===== config.mk =====
export PLATFORM = sky130hd
export DESIGN_NAME = bus_arbiter
export DESIGN_NICKNAME = d
export VERILOG_FILES = /design/src/rtl/bus_arbiter.sv
export SDC_FILE = /design/constraint.sdc
export NUM_CORES = 1
export LEC_CHECK = 0
export CELL_PAD_IN_SITES_DETAIL_PLACEMENT = 1
export CELL_PAD_IN_SITES_GLOBAL_PLACEMENT = 1
export CORE_MARGIN = 5
export CORE_UTILIZATION = 10
export DETAILED_ROUTE_END_ITERATION = 8
export GPL_TIMING_DRIVEN = 0
export PLACE_DENSITY_LB_ADDON = 0.15
export SLEW_MARGIN = 20
export SYNTH_ARGS = -nofsm -noshare
export SYNTH_HDL_FRONTEND = slang
export SYNTH_SLANG_ARGS = --single-unit

===== constraint.sdc =====
create_clock -name clk -period 1.37 [get_ports clk]
set_input_delay 0.274 -clock clk [delete_from_list [all_inputs] [get_ports clk]]
set_output_delay 0.274 -clock clk [all_outputs]
set_load 0.05 [all_outputs]

===== src/rtl/bus_arbiter.sv =====
// Round-robin arbiter letting two bus masters share one slave port.
// Optional grant watchdog enabled with `define BUS_ARB_TIMEOUT_EN.
module bus_arbiter #(
    parameter int XLEN           = 32,
    parameter int SLAVE_WIDTH    = 4,
    parameter int TIMEOUT_CYCLES = 255
) (
    input  logic                        clk,
    input  logic                        rst,
    input  logic                        m0_req,
    input  logic                        m0_wen,
    input  logic [2:0]                  m0_mode,
    input  logic [XLEN-SLAVE_WIDTH-1:0] m0_addr,
    input  logic [SLAVE_WIDTH-1:0]      m0_num,
    input  logic [XLEN-1:0]             m0_dat_o,
    output logic [XLEN-1:0]             m0_dat_i,
    output logic                        m0_ready,
    input  logic                        m1_req,
    input  logic                        m1_wen,
    input  logic [2:0]                  m1_mode,
    input  logic [XLEN-SLAVE_WIDTH-1:0] m1_addr,
    input  logic [SLAVE_WIDTH-1:0]      m1_num,
    input  logic [XLEN-1:0]             m1_dat_o,
    output logic [XLEN-1:0]             m1_dat_i,
    output logic                        m1_ready,
    output logic [1:0]                  gnt,
    output logic                        bus_req,
    output logic                        bus_wen,
    output logic [2:0]                  bus_mode,
    output logic [XLEN-SLAVE_WIDTH-1:0] bus_addr,
    output logic [SLAVE_WIDTH-1:0]      bus_num,
    output logic [XLEN-1:0]             bus_dat_o,
    input  logic [XLEN-1:0]             bus_dat_i,
    input  logic                        bus_ready,
    output logic                        bus_timeout
);

    localparam int AW = XLEN - SLAVE_WIDTH;

    localparam logic [1:0] IDLE   = 2'd0;
    localparam logic [1:0] GRANT0 = 2'd1;
    localparam logic [1:0] GRANT1 = 2'd2;

    logic [1:0] state;
    logic [1:0] state_nxt;
    logic       last_grant;
    logic       last_nxt;
    logic       sel0;
    logic       sel1;
    logic       expire;

    assign sel0 = (state == GRANT0);
    assign sel1 = (state == GRANT1);

`ifdef BUS_ARB_TIMEOUT_EN
    localparam int CW = ($clog2(TIMEOUT_CYCLES + 1) > 8) ?
                        $clog2(TIMEOUT_CYCLES + 1) : 8;

    logic [CW-1:0] wd_cnt;
    logic          to_flag;

    // Slave completion in the expiry cycle wins over the watchdog.
    assign expire = (sel0 | sel1) && !bus_ready &&
                    (wd_cnt == CW'(TIMEOUT_CYCLES));

    always_ff @(posedge clk or negedge rst) begin
        if (!rst) begin
            wd_cnt  <= '0;
            to_flag <= 1'b0;
        end else begin
            if (state == IDLE)
                wd_cnt <= '0;
            else if (!bus_ready)
                wd_cnt <= wd_cnt + 1'b1;
            if (expire)
                to_flag <= 1'b1;
        end
    end

    assign bus_timeout = to_flag;
`else
    logic unused_timeout;

    assign unused_timeout = (TIMEOUT_CYCLES != 0);
    assign expire         = 1'b0;
    assign bus_timeout    = 1'b0;
`endif

    always_comb begin
        state_nxt = state;
        last_nxt  = last_grant;
        case (state)
            IDLE: begin
                // last_grant set means m1 went last, so m0 wins a tie.
                if (m0_req && (!m1_req || last_grant))
                    state_nxt = GRANT0;
                else if (m1_req)
                    state_nxt = GRANT1;
            end
            GRANT0: begin
                if (bus_ready || expire) begin
                    state_nxt = IDLE;
                    last_nxt  = 1'b0;
                end
            end
            GRANT1: begin
                if (bus_ready || expire) begin
                    state_nxt = IDLE;
                    last_nxt  = 1'b1;
                end
            end
            default: state_nxt = IDLE;
        endcase
    end

    always_ff @(posedge clk or negedge rst) begin
        if (!rst) begin
            state      <= IDLE;
            last_grant <= 1'b1;
        end else begin
            state      <= state_nxt;
            last_grant <= last_nxt;
        end
    end

    assign gnt     = {sel1, sel0};
    assign bus_req = sel0 | sel1;

    assign bus_wen   = (sel0 & m0_wen) | (sel1 & m1_wen);
    assign bus_mode  = ({3{sel0}} & m0_mode) | ({3{sel1}} & m1_mode);
    assign bus_addr  = ({AW{sel0}} & m0_addr) | ({AW{sel1}} & m1_addr);
    assign bus_num   = ({SLAVE_WIDTH{sel0}} & m0_num) |
                       ({SLAVE_WIDTH{sel1}} & m1_num);
    assign bus_dat_o = ({XLEN{sel0}} & m0_dat_o) |
                       ({XLEN{sel1}} & m1_dat_o);

    assign m0_ready = sel0 & (bus_ready | expire);
    assign m1_ready = sel1 & (bus_ready | expire);

    assign m0_dat_i = !sel0 ? '0 : (expire ? '1 : bus_dat_i);
    assign m1_dat_i = !sel1 ? '0 : (expire ? '1 : bus_dat_i);

endmodule


==> qor.txt <==
Worst-path fanout max -> 8
Number of cell rows -> 42
Post-cts hold buffer count -> 0
P_leak -> 2.85 nW
Status -> complete, but fails checks
Mapped Cells -> 179
Fmax -> 532 MHz
Via Count -> 2786
Startpoint types -> register
Post-Layout Cell Count -> 679
Vias per cell -> 4.10
Initial Util -> 10.2%
DIE HEIGHT -> 127 um
Syn nets -> 355
Sum Neg Setup Slack -> -61.32 ns
DP Cell Count -> 664
Critical path data arrival time -> 1.60 ns
Synthesis-to-finish area growth -> 359%
Cts bufs inserted -> 3
Routed WL per cell -> 19.8 um
Initial antenna violation count -> 0
Inserted Diodes -> 0
Failing checks -> setup timing
GP Congestion -> 0.799
Final setup vio count -> 137
Type of the worst min-delay path -> primary input to async pin
Most frequent cells in the layout -> clkdlybuf4s50_1, buf_6, a22o_4
Worst Path Required -> 1.10 ns
PD cells -> 2190 nW/um2
Critical path class -> register to output port
Residual DRC -> 0
HPWL after DPL -> 11500 um
Top Ports -> 311
Synth warn -> 0
Final period utilization -> 137%
Share of cells above drive strength 1 -> 63.2%
First-pass GRT wire length -> 19200 um
Routed WL -> 13500 um
Vias in the first global route -> 3227
Clk_skew -> 0.00177 ns
Seq cells post-synth -> 3
Clock latency on the worst-skew pair -> 0.22 ns
Maxcap violations -> 0
DR iter-0 viols -> 34
Distinct cells, synth -> 19
Final nets -> 680
Core area -> 13300 um2
Commonest non-fill, non-tap cell in the layout -> clkdlybuf4s50_1
Peak supply drop -> 1330 uV
Largest net degree at the start of global routing -> 11
Fin Hold WS -> 0.231 ns
Overflow after GRT -> 0
Max H-tree Level -> 1
Clk buf depth -> 2
RSZ-0062 raised after global routing -> yes
CTS tree -> done
Die area -> 16000 um2
Routed Antenna Nets -> 0
Final WS setup -> -0.508 ns
CTS sink count -> 3
Width of the die -> 127 um
Synth Cell Area -> 1360 um2
Initial DRT Pass Iterations -> 3
Max Transition Viols Final -> 0
Clock transition at path regs -> 0.03 ns
Final Critical Period -> 1.88 ns
Root buffer cell -> clkbuf_16
Seq/Total Area, Yosys -> 5.61%
Syn avg cell area -> 7.61 um2
Gr usage total -> 15.0%
Hold Fails Final Rpt -> 0
PortBufs -> 309
Crit end category -> output port
-- worst max-delay path: stages (launching register included) --
cell	delay (ns)
dfrtp_1	0.39
inv_2	0.07
ha_4	0.19
buf_12	0.15
clkbuf_16	0.16
a22o_4	0.24
buf_6	0.15
-- cell families (layout without fill, tap and decap cells) --
group | Yosys count | count (layout) | share of synthesized area (%)
buffers and inverters | 30 | 354 | 13.4
adders and majority gates | 3 | 3 | 2.76
DFF | 3 | 3 | 5.61
AOI/OAI and AO/OA | 75 | 75 | 47.3
and+or+nand+nor | 67 | 67 | 30.6
other | 1 | 1 | 0.275
-- synthesized netlist by cell type --
cell | count | area share [%]
a32o_1 | 1 | 0.74
nand2b_1 | 1 | 0.46
clkbuf_2 | 3 | 1.1
dfrtp_1 | 2 | 3.7
a21oi_1 | 1 | 0.37
a22o_1 | 68 | 44
buf_6 | 5 | 4.1
conb_1 | 1 | 0.28
dfstp_2 | 1 | 1.9
inv_1 | 5 | 1.4
a21boi_0 | 1 | 0.55
o2111ai_1 | 1 | 0.64
nand2_1 | 1 | 0.28
ha_1 | 3 | 2.8
buf_2 | 14 | 5.1
a21o_1 | 1 | 0.55
buf_4 | 3 | 1.7
o21ai_0 | 2 | 0.74
and2_1 | 65 | 30
-- through the flow --
stage          setup slack, ns  power (W)  utilization (%)  area [um2]
2_1_floorplan           -0.115    0.00799                -        2150
3_3_place_gp             -1.01     0.0114             41.1        5470
3_5_place_dp             -1.03     0.0114             41.1        5470
4_1_cts                 -0.518     0.0127             43.5        5780
5_1_grt                 -0.555     0.0142             47.0        6240
6_report                -0.508     0.0137             47.0        6240
-- layer usage --
layer | track usage [%] | vias to the layer above | routed length (um)
li1 | - | 1314 | -
met1 | 15.0 | 1304 | 4400
met2 | 30.7 | 160 | 7720
met3 | 4.41 | 8 | 1180
met4 | 1.89 | 0 | 147
met5 | 0 | - | 0
-- registers in the layout (all words and copies together), names as in the netlist --
register,cells
state,2
last_grant,1
-- report_power, final --
part           leakage [nW]  internal (W)  total (W)  switching, W
Combinational          2.77       0.00590     0.0130       0.00711
Clock                0.0382      0.000384   0.000460     0.0000764
Sequential           0.0363      0.000140   0.000184     0.0000434
-- final timing paths --
| check | start | to | slack [ns] | cells after the start |
|---|---|---|---|---|
| worst max-delay path | state[0] | bus_dat_o[15] | -0.51 | 6 |
| worst min-delay path | rst | state[0] | 0.23 | 1 |
| worst max register to register | state[1] | state[1] | 0.03 | 5 |
| worst min register to register | last_grant | last_grant | 0.53 | 1 |
| max in group asynchronous | rst | last_grant | 0.92 | 1 |
| min in group clk | last_grant | last_grant | 0.53 | 1 |
-- cell type report --
type                       count  area, um2
clock buffer                   4       78.8
buffer                        25        368
multi-input combinational    146       1870
tap                          176        220
sequential                     3       76.3
timing repair buffer         320       3610
inverter                       5       22.5
fill                        1415       7050
-- repair_timing --
action                     CTS  global route
buffers inserted             0             5
resized for setup          968            73
pin swaps                    0             1
cloned                       0             6
setup endpoints to repair  137           139
Power figures use the tool's default switching activity.
